===== config.mk =====
export PLATFORM = sky130hd
export DESIGN_NAME = i2s_rx_tdm
export DESIGN_NICKNAME = d
export VERILOG_FILES = /design/src/rtl/i2s_pkg.sv /design/src/rtl/i2s_sync_edge.sv /design/src/rtl/i2s_rx_tdm.sv
export SDC_FILE = /design/constraint.sdc
export NUM_CORES = 1
export LEC_CHECK = 0
export ABC_AREA = 1
export ABC_CLOCK_PERIOD_IN_PS = 2400
export BUFFER_PORTS_ARGS = -buffer_cell sky130_fd_sc_hd__buf_2
export CAP_MARGIN = 10
export CORE_MARGIN = 3
export CORE_UTILIZATION = 59
export CTS_BUF_LIST = sky130_fd_sc_hd__clkbuf_8
export DETAILED_ROUTE_END_ITERATION = 12
export GPL_TIMING_DRIVEN = 0
export PLACE_DENSITY = 0.81
export SLEW_MARGIN = 0
export SYNTH_ARGS = -nofsm -noshare
export SYNTH_HDL_FRONTEND = slang
export SYNTH_SLANG_ARGS = --single-unit
export TNS_END_PERCENT = 30

===== constraint.sdc =====
create_clock -name MCLK -period 2.4 [get_ports MCLK]
set_input_delay 0.48 -clock MCLK [delete_from_list [all_inputs] [get_ports MCLK]]
set_output_delay 0.48 -clock MCLK [all_outputs]
set_load 0.02 [all_outputs]

===== src/rtl/i2s_pkg.sv =====
// Shared types and helpers for the I2S/TDM receiver.
// Optional frame check is enabled with I2S_RX_FRAME_CHECK_EN.
package i2s_pkg;

    typedef enum logic [1:0] {
        HUNT,
        SKIP,
        RUN,
        WAIT
    } rx_state_e;

    localparam logic MODE_I2S = 1'b0;
    localparam logic MODE_LJ  = 1'b1;

    // ceil(log2(v)), never below 1 so the result can size a port
    function automatic int clog2(input int v);
        int r;
        r = 1;
        while ((1 << r) < v) r++;
        return r;
    endfunction

endpackage


===== src/rtl/i2s_sync_edge.sv =====
// Two-flop synchroniser; EDGE_D also gets a rise detector.
// Level-only inputs ride along in D/Q with the same latency.
module i2s_sync_edge #(
    parameter int W = 2
) (
    input  logic         MCLK,
    input  logic         RST_N,
    input  logic         EDGE_D,
    input  logic [W-1:0] D,
    output logic         RISE,
    output logic [W-1:0] Q
);

    logic [W:0] s1;
    logic [W:0] s2;
    logic       prev;

    always_ff @(posedge MCLK or negedge RST_N) begin
        if (!RST_N) begin
            s1   <= '0;
            s2   <= '0;
            prev <= 1'b0;
        end else begin
            s1   <= {D, EDGE_D};
            s2   <= s1;
            prev <= s2[0];
        end
    end

    assign Q    = s2[W:1];
    assign RISE = s2[0] & ~prev;

endmodule


===== src/rtl/i2s_rx_tdm.sv =====
// I2S / left-justified / TDM receiver on MCLK, one word per slot.
// Define I2S_RX_FRAME_CHECK_EN to enable the FRAME_ERR frame-length check.
module i2s_rx_tdm
    import i2s_pkg::*;
#(
    parameter int DATA_W = 16,
    parameter int SLOT_W = 32,
    parameter int NCH    = 2,
    parameter int CH_W   = clog2(NCH)
) (
    input  logic              MCLK,
    input  logic              RST_N,
    input  logic              BCLK,
    input  logic              LRCLK,
    input  logic              SDATA,
    input  logic              MODE,
    output logic [DATA_W-1:0] OUT_DATA,
    output logic [CH_W-1:0]   OUT_CH,
    output logic              OUT_VALID,
    output logic              FRAME_ERR
);

    localparam int BW = clog2(SLOT_W + 1);
    localparam logic [BW-1:0]   DATA_LAST = BW'(DATA_W - 1);
    localparam logic [BW-1:0]   SLOT_LAST = BW'(SLOT_W - 1);
    localparam logic [CH_W-1:0] CH_LAST   = CH_W'(NCH - 1);

    logic bclk_rise, lr_s, sd_s, fs;

    i2s_sync_edge #(.W(2)) u_sync (
        .MCLK   (MCLK),
        .RST_N  (RST_N),
        .EDGE_D (BCLK),
        .D      ({LRCLK, SDATA}),
        .RISE   (bclk_rise),
        .Q      ({lr_s, sd_s})
    );

    rx_state_e         state, state_n;
    logic [BW-1:0]     bit_cnt, bit_n, cur_bit;
    logic [CH_W-1:0]   ch_cnt, ch_n, cur_ch;
    logic [DATA_W-1:0] shreg, shreg_n;
    logic              lr_prev, lr_prev_n;
    logic              pend, pend_n;
    logic [CH_W-1:0]   pend_ch, pend_ch_n;
    logic              take;

    assign fs = bclk_rise & lr_prev & ~lr_s;

    always_comb begin
        state_n   = state;
        bit_n     = bit_cnt;
        ch_n      = ch_cnt;
        shreg_n   = shreg;
        lr_prev_n = lr_prev;
        pend_n    = 1'b0;
        pend_ch_n = pend_ch;
        cur_bit   = bit_cnt;
        cur_ch    = ch_cnt;
        take      = 1'b0;
        if (fs) begin
            // restart at slot 0; in LJ mode this rise already carries the MSB
            lr_prev_n = lr_s;
            state_n   = SKIP;
            bit_n     = '0;
            ch_n      = '0;
            cur_bit   = '0;
            cur_ch    = '0;
            take      = (MODE == MODE_LJ);
        end else if (bclk_rise) begin
            lr_prev_n = lr_s;
            take      = (state == SKIP) || (state == RUN);
        end
        if (take) begin
            if (cur_bit <= DATA_LAST)
                shreg_n = DATA_W'({shreg, sd_s});
            if (cur_bit == DATA_LAST) begin
                pend_n    = 1'b1;
                pend_ch_n = cur_ch;
            end
            state_n = RUN;
            bit_n   = cur_bit + 1'b1;
            if (cur_bit == SLOT_LAST) begin
                bit_n = '0;
                ch_n  = cur_ch + 1'b1;
                if (cur_ch == CH_LAST) begin
                    ch_n    = '0;
                    state_n = WAIT;
                end
            end
        end
    end

    always_ff @(posedge MCLK or negedge RST_N) begin
        if (!RST_N) begin
            state     <= HUNT;
            bit_cnt   <= '0;
            ch_cnt    <= '0;
            shreg     <= '0;
            lr_prev   <= 1'b0;
            pend      <= 1'b0;
            pend_ch   <= '0;
            OUT_DATA  <= '0;
            OUT_CH    <= '0;
            OUT_VALID <= 1'b0;
        end else begin
            state     <= state_n;
            bit_cnt   <= bit_n;
            ch_cnt    <= ch_n;
            shreg     <= shreg_n;
            lr_prev   <= lr_prev_n;
            pend      <= pend_n;
            pend_ch   <= pend_ch_n;
            OUT_VALID <= pend;
            if (pend) begin
                OUT_DATA <= shreg;
                OUT_CH   <= pend_ch;
            end
        end
    end

`ifdef I2S_RX_FRAME_CHECK_EN
    localparam int FW = clog2(NCH * SLOT_W + 2);
    localparam logic [FW-1:0] F_LEN = FW'(NCH * SLOT_W);
    localparam logic [FW-1:0] F_SAT = FW'(NCH * SLOT_W + 1);

    logic [FW-1:0] fcnt, fcnt_inc;

    assign fcnt_inc = (fcnt == F_SAT) ? fcnt : fcnt + 1'b1;

    // count includes the closing fs rise; HUNT means no frame to measure yet
    always_ff @(posedge MCLK or negedge RST_N) begin
        if (!RST_N) begin
            fcnt      <= '0;
            FRAME_ERR <= 1'b0;
        end else begin
            FRAME_ERR <= fs && (state != HUNT) && (fcnt_inc != F_LEN);
            if (fs)
                fcnt <= '0;
            else if (bclk_rise)
                fcnt <= fcnt_inc;
        end
    end
`else
    assign FRAME_ERR = 1'b0;
`endif

endmodule


==> flow_metrics.tcl, run 1 <==
set metrics [dict create \
    reg2reg_from "u_sync.s2[0]$_DFF_PN0_" \
    insertion_delay_ns 0.31 \
    cts.htree.levels 2 \
    setup_viol_count_final 0 \
    avgSynthCellArea_um2 10.26 \
    synthTopCellsByArea "dfrtp_1 (62%), nand2_1 (12%), mux2_2 (7.4%)" \
    ctsHoldBuffers 0 \
    grt_use_total 0.1826 \
    worst_setup_path_end_kind "register" \
    crit_required_ns 2.58 \
    fmax_mhz 462.1 \
    slowest_delay_ns 0.39 \
    worstReg2RegEnd "bit_cnt[0]$_DFF_PN0_" \
    crit_slowest_cell "dfrtp_1" \
    core.rowCount 21 \
    tightest_slew_ns 0.6090 \
    reg2reg_depth 14 \
    synth_cell_types 27 \
    hold_path.class "in -> async" \
    core_mm2 0.003416 \
    total_power_uw 2196 \
    grt_pass1_vias 1345 \
    synth_commonest_cells "nand2_1 (69), dfrtp_1 (53), inv_1 (17)" \
    hold_viol 0 \
    syn-cell-area_mm2 0.002133 \
    arrival_ns 2.35 \
    fin_skew_ns 0.007157 \
    fin_crit_ns 2.164 \
    setup_tns_ns 0 \
    finalCritPeriodShare 0.9017 \
    crit_type "reg -> reg" \
    p_per_area_mw_per_mm2 900.4 \
    numCtsBuffers 5 \
    dp_hpwl_um 2294 \
    routedWlPerCell_um 12.02 \
    final_max_slew_viol_count 0 \
    die_h_um 66.13 \
    crit_chain "inv_1, nor2_4, nand2_2, buf_2, nand2_1, inv_1, ha_1, nand2_1, inv_1, nand3_1, nor2_1, nor2_1, nand2_1, o21ai_0" \
    synthFlopType "dfrtp_1" \
    cts_tree "done" \
    postCtsSetupBuffers 0 \
    grt_overflow_total 0 \
    path_max_fanout 10 \
    diodes 0 \
    synth_edf_count 0 \
    area_delta_synth_final_pct 14.31 \
    async_flop_share 1.000 \
    routed_wl_um 3438 \
    via_count 1402 \
    maxSlewHeadroom 0.5940 \
    antenna_found_initial 0 \
    peakVddDrop_uv 524.4 \
    status "complete, no violations" \
    drv_cap 0 \
    yosysTopAreaCell "dfrtp_1" \
    start_util 0.6245 \
    rrSetupSlack_ns 0.24 \
    synth_seq_area_share 0.6217 \
    drtIter0Drc 63 \
    ant_nets 0 \
    synth_top_area_frac 0.6217 \
    ys_seq_elements 53 \
    p_leak_uw 0.001360 \
    synth_most_common_cell "nand2_1" \
    die_w_um 66.13 \
    path_clk_slew_ns 0.10 \
    dr.pass1.iters 4 \
    port_buffers 23 \
    dieArea_mm2 0.004373 \
    worst_hold_slack_ns 0.1466 \
    critPathLaunchType "register" \
    gp_congestion 0.8045 \
    drcViolationCount 0 \
    cts_max_path_buffers 2 \
    grt_max_degree 54 \
    io_pins 25 \
    synthesis.nets 215 \
    syn_inst 208 \
    via_per_inst 4.902 \
    rsz0062_at_grt "no" \
    grt_pass1_wl_um 5899 \
    postCtsResizedCells 0 \
    cts_sinks 53 \
    root_buffer "clkbuf_8" \
    drive_gt1_frac 0.2458 \
    yosys_warnings 0 \
    finalNetCount 246 \
]
-- logic make-up (layout without fill, tap and decap cells) --
kind of cell    count (synthesis)  count (layout)  share of synthesized area
flops                          53              53                     0.6217
buf+inv                        26              58                    0.05631
fa+ha+maj                       1               1                   0.005864
other cells                     1               1                   0.001758
compound gates                 13              13                    0.03108
xor+xnor                        1               1                   0.004106
mux                            14              14                    0.07390
simple gates                   99              99                     0.2053
-- placed cells by master (no fill, tap or decap), types with 2 or more instances in the layout --
cell type | Yosys | final
mux2_2 | 14 | 14
nand3_1 | 7 | 7
dfrtp_1 | 53 | 53
nand2_2 | 2 | 2
inv_2 | 2 | 2
nand2_1 | 69 | 69
o21ai_0 | 8 | 8
inv_1 | 17 | 17
clkbuf_8 | 0 | 5
buf_2 | 1 | 24
buf_6 | 2 | 2
nand3b_1 | 3 | 3
clkbuf_1 | 2 | 2
a21oi_1 | 3 | 3
nor2_1 | 12 | 12
-- registers in the layout, summed over array words and instances (netlist names) --
register / flops
OUT_CH: 1
u_sync.s2: 3
pend: 1
u_sync.prev: 1
lr_prev: 1
pend_ch: 1
bit_cnt: 6
u_sync.s1: 3
OUT_DATA: 16
OUT_VALID: 1
shreg: 16
state: 2
ch_cnt: 1
-- cell type report --
class,instances,area (um2)
clock buffers,5,68.82
well taps,46,57.56
flip-flops and latches,53,1326
clock inverters,3,43.79
repair buffers,24,135.1
multi-input cells,129,686.9
inverters,20,77.57
fillers,246,977.2
plain buffers,6,42.54
-- worst max-delay path by stage --
stage                           start                   end  slack [ns]
6_report       u_sync.s2[0]$_DFF_PN0_  bit_cnt[0]$_DFF_PN0_        0.24
2_1_floorplan  u_sync.s2[0]$_DFF_PN0_  bit_cnt[0]$_DFF_PN0_        0.58
5_1_grt        u_sync.s2[0]$_DFF_PN0_  bit_cnt[0]$_DFF_PN0_       0.006
3_5_place_dp   u_sync.s2[0]$_DFF_PN0_  bit_cnt[0]$_DFF_PN0_        0.25
3_3_place_gp   u_sync.s2[0]$_DFF_PN0_  bit_cnt[0]$_DFF_PN0_        0.31
4_1_cts        u_sync.s2[0]$_DFF_PN0_  bit_cnt[0]$_DFF_PN0_        0.24
-- power by group --
part	total, uW	internal, uW	leakage [uW]	switching, uW
clock network	602	313	0.0000585	289
registers	1150	1050	0.000706	106
logic	442	162	0.000596	280
total	2200	1520	0.00136	675
-- routing by layer --
metal,track usage,vias up,share of wire
met5,0,-,0
li1,-,714,-
met4,0.06853,0,0.017
met1,0.2318,655,0.48
met2,0.2900,27,0.46
met3,0.06122,6,0.047
-- metrics by stage --
stage,util,instances,area (um2),setup slack (ns)
after floorplan,-,208,2133,0.5816
after global placement,0.6751,277,2306,0.3137
after detailed placement,0.6751,277,2306,0.2502
after CTS,0.7081,285,2419,0.2398
after global routing,0.7139,286,2439,0.005892
final,0.7139,286,2439,0.2359
-- worst max-delay path: cells and delay by family (launching register included) --
| kind | cells | cell delay (ns) |
|---|---|---|
| adders and majority gates | 1 | 0.19 |
| and+or+nand+nor | 8 | 0.95 |
| DFF | 1 | 0.39 |
| buffers and inverters | 4 | 0.43 |
| AOI/OAI and AO/OA | 1 | 0.07 |
Power figures use the tool's default switching activity.
==> run 2: changes to the inputs <==
--- a/config.mk
+++ b/config.mk
@@ -5,16 +5,16 @@
 export SDC_FILE = /design/constraint.sdc
 export NUM_CORES = 1
 export LEC_CHECK = 0
-export ABC_AREA = 1
 export ABC_CLOCK_PERIOD_IN_PS = 2400
 export BUFFER_PORTS_ARGS = -buffer_cell sky130_fd_sc_hd__buf_2
 export CAP_MARGIN = 10
 export CORE_MARGIN = 3
-export CORE_UTILIZATION = 59
-export CTS_BUF_LIST = sky130_fd_sc_hd__clkbuf_8
+export CORE_UTILIZATION = 57
+export CTS_BUF_LIST = sky130_fd_sc_hd__clkbuf_8 sky130_fd_sc_hd__clkbuf_16
 export DETAILED_ROUTE_END_ITERATION = 12
 export GPL_TIMING_DRIVEN = 0
-export PLACE_DENSITY = 0.81
+export PLACE_DENSITY = 0.78
+export SETUP_SLACK_MARGIN = 0.2
 export SLEW_MARGIN = 0
 export SYNTH_ARGS = -nofsm -noshare
 export SYNTH_HDL_FRONTEND = slang
==> run 2 against run 1 <==
Global-route usage up 0.28 points. Highest routed layer unchanged. Synthesized cell count down 30%. Area after synthesis up 0.82%. Critical path type unchanged.
==> flow_metrics.tcl, run 2 <==
set metrics [dict create \
    die_h_um 67.43 \
    yosysTopAreaCell "dfrtp_1" \
    setup_tns_ns 0 \
    ant_nets 0 \
    cts_max_path_buffers 2 \
    dp_hpwl_um 2429 \
    setup.worst_path.start "u_sync.prev$_DFF_PN0_" \
    crit_required_ns 2.62 \
    layout_common_cells "dfrtp_1 (53), mux2_2 (23), buf_2 (23)" \
    avgSynthCellArea_um2 14.73 \
    synth_edf_count 0 \
    rsz0062_at_grt "yes" \
    dieArea_mm2 0.004546 \
    cts_sinks 53 \
    arrival_ns 2.38 \
    yosys_warnings 0 \
    crit_type "reg -> reg" \
    via_per_inst 5.460 \
    synth_most_common_cell "dfrtp_1" \
    fin_skew_ns 0.005141 \
    p_int_uw 1689 \
    reg2reg_from "u_sync.prev$_DFF_PN0_" \
    peakVddDrop_uv 568.1 \
    fmax_mhz 462.5 \
    hold_path.class "in -> async" \
    grt_pass1_vias 1258 \
    reg_top3 "OUT_DATA (16), shreg (16), bit_cnt (6)" \
    syn_inst 146 \
    drcViolationCount 0 \
    synthesis.nets 153 \
    start_util 0.6155 \
    layout_commonest_cell "dfrtp_1" \
    synthFlopType "dfrtp_1" \
    async_flop_share 1.000 \
    syn-cell-area_mm2 0.002151 \
    path_max_fanout 8 \
    core_mm2 0.003495 \
    synth_cell_types 38 \
    p_sw_uw 642.3 \
    grt_use_total 0.1854 \
    core.rowCount 21 \
    p_leak_uw 0.001225 \
    grt_max_degree 54 \
    via_count 1234 \
    final_max_slew_viol_count 0 \
    worst_setup_path_end_kind "register" \
    fin_crit_ns 2.162 \
    drive_gt1_frac 0.4111 \
    area_delta_synth_final_pct 16.00 \
    path_clk_slew_ns 0.09 \
    grt_pass1_wl_um 6085 \
    dr.pass1.iters 4 \
    synthTopCellsByArea "dfrtp_1 (62%), mux2_2 (12%), mux2_4 (7.0%)" \
    die_w_um 67.43 \
    numCtsBuffers 5 \
    setup_viol_count_final 0 \
    swShare 0.2755 \
    cts.htree.levels 2 \
    root_buffer "clkbuf_8" \
    drv_cap 0 \
    synth_commonest_cells "dfrtp_1 (53), mux2_2 (23), nand2_1 (12)" \
    gp_congestion 0.8247 \
    hold_viol 0 \
    synth_top_area_frac 0.6166 \
    p_per_area_mw_per_mm2 934.5 \
    tightest_slew_ns 0.6080 \
    routedWlPerCell_um 15.78 \
    drtIter0Drc 87 \
    status "complete, no violations" \
    seqPwrFrac 0.511 \
    combPwrFrac 0.230 \
    ys_seq_elements 53 \
    pwr-share-clk 0.259 \
    critPathLaunchType "register" \
    grt_overflow_total 0 \
    synth_seq_area_share 0.6166 \
    total_power_uw 2331 \
    port_buffers 23 \
    io_pins 25 \
    finalCritPeriodShare 0.9009 \
    cts_tree "done" \
    insertion_delay_ns 0.30 \
    diodes 0 \
    maxSlewHeadroom 0.5946 \
    antenna_found_initial 0 \
    finalNetCount 186 \
    nFillCells 237 \
    routed_wl_um 3567 \
]
## run 2: cell type report
| cell class | instances | area (um2) | share of cell area |
|---|---|---|---|
| clock inverters | 2 | 33.78 | 0.01354 |
| flip-flops and latches | 53 | 1326 | 0.5316 |
| plain buffers | 6 | 51.30 | 0.02056 |
| multi-input cells | 86 | 789.5 | 0.3164 |
| well taps | 46 | 57.56 | 0.02307 |
| inverters | 1 | 3.754 | 0.001505 |
| repair buffers | 26 | 150.1 | 0.06018 |
| clock buffers | 6 | 82.58 | 0.03310 |
## run 2: cell families after synthesis
| group | count (synthesis) | synth area share |
|---|---|---|
| fa+ha+maj | 1 | 0.005816 |
| simple gates | 30 | 0.08028 |
| flops | 53 | 0.6166 |
| mux | 35 | 0.1995 |
| compound gates | 16 | 0.05876 |
| xor+xnor | 3 | 0.01222 |
| other cells | 1 | 0.001744 |
| buf+inv | 7 | 0.02501 |
## run 2: worst max-delay path, stage by stage, from the launching register on
cell and delay, ns:
dfrtp_1 0.41, nand4bb_1 0.19, clkbuf_2 0.18, and2_1 0.20, ha_1 0.23, and4b_1 0.25, a2111oi_4 0.34, o21ai_0 0.14
a21oi_1 0.16
## run 2: metrics by stage
step           worst slack [ns]  hold slack (ns)  cells  utilization  area [um2]
6_report                 0.2379          0.07094    226       0.7139        2495
4_1_cts                  0.2312           0.2767    223       0.7003        2447
3_5_place_dp            0.02284           0.3362    215       0.6649        2323
2_1_floorplan            0.3182           0.1844    146            -        2151
3_3_place_gp            0.06175           0.3338    215       0.6649        2323
5_1_grt                  0.1135          0.07431    226       0.7139        2495
## run 2: final timing paths
check | end | slack, ns | depth (start not counted)
setup / recovery | bit_cnt[5]$_DFF_PN0_ | 0.24 | 8
hold / removal | bit_cnt[1]$_DFF_PN0_ | 0.07 | 1
setup reg to reg | bit_cnt[5]$_DFF_PN0_ | 0.24 | 8
hold reg to reg | u_sync.s2[2]$_DFF_PN0_ | 0.35 | 0
max in group asynchronous | state[1]$_DFFE_PN0P_ | 1.83 | 2
min in group MCLK | u_sync.s1[2]$_DFF_PN0_ | 0.29 | 1
## run 2: repair_timing
item / 4_1_cts / 5_1_grt
setup endpoints to repair: 2 / 13
resized for setup: 3 / 1
hold buffers: 0 / 0
cloned: 0 / 0
pin swaps: 1 / 1
setup buffers: 0 / 2
## run 2: per-layer routing
layer	GRT usage	wire, um
met5	0	0
met3	0.03827	144
met4	0.07342	51
met1	0.2439	1598
met2	0.3018	1774
## run 2: power by group through the flow
stage          sequential [uW]  clock (uW)  combinational, uW
2_1_floorplan             1200           0                363
3_3_place_gp              1180           0                483
3_5_place_dp              1200           0                500
4_1_cts                   1190         615                511
5_1_grt                   1220         653                590
6_report                  1190         604                536
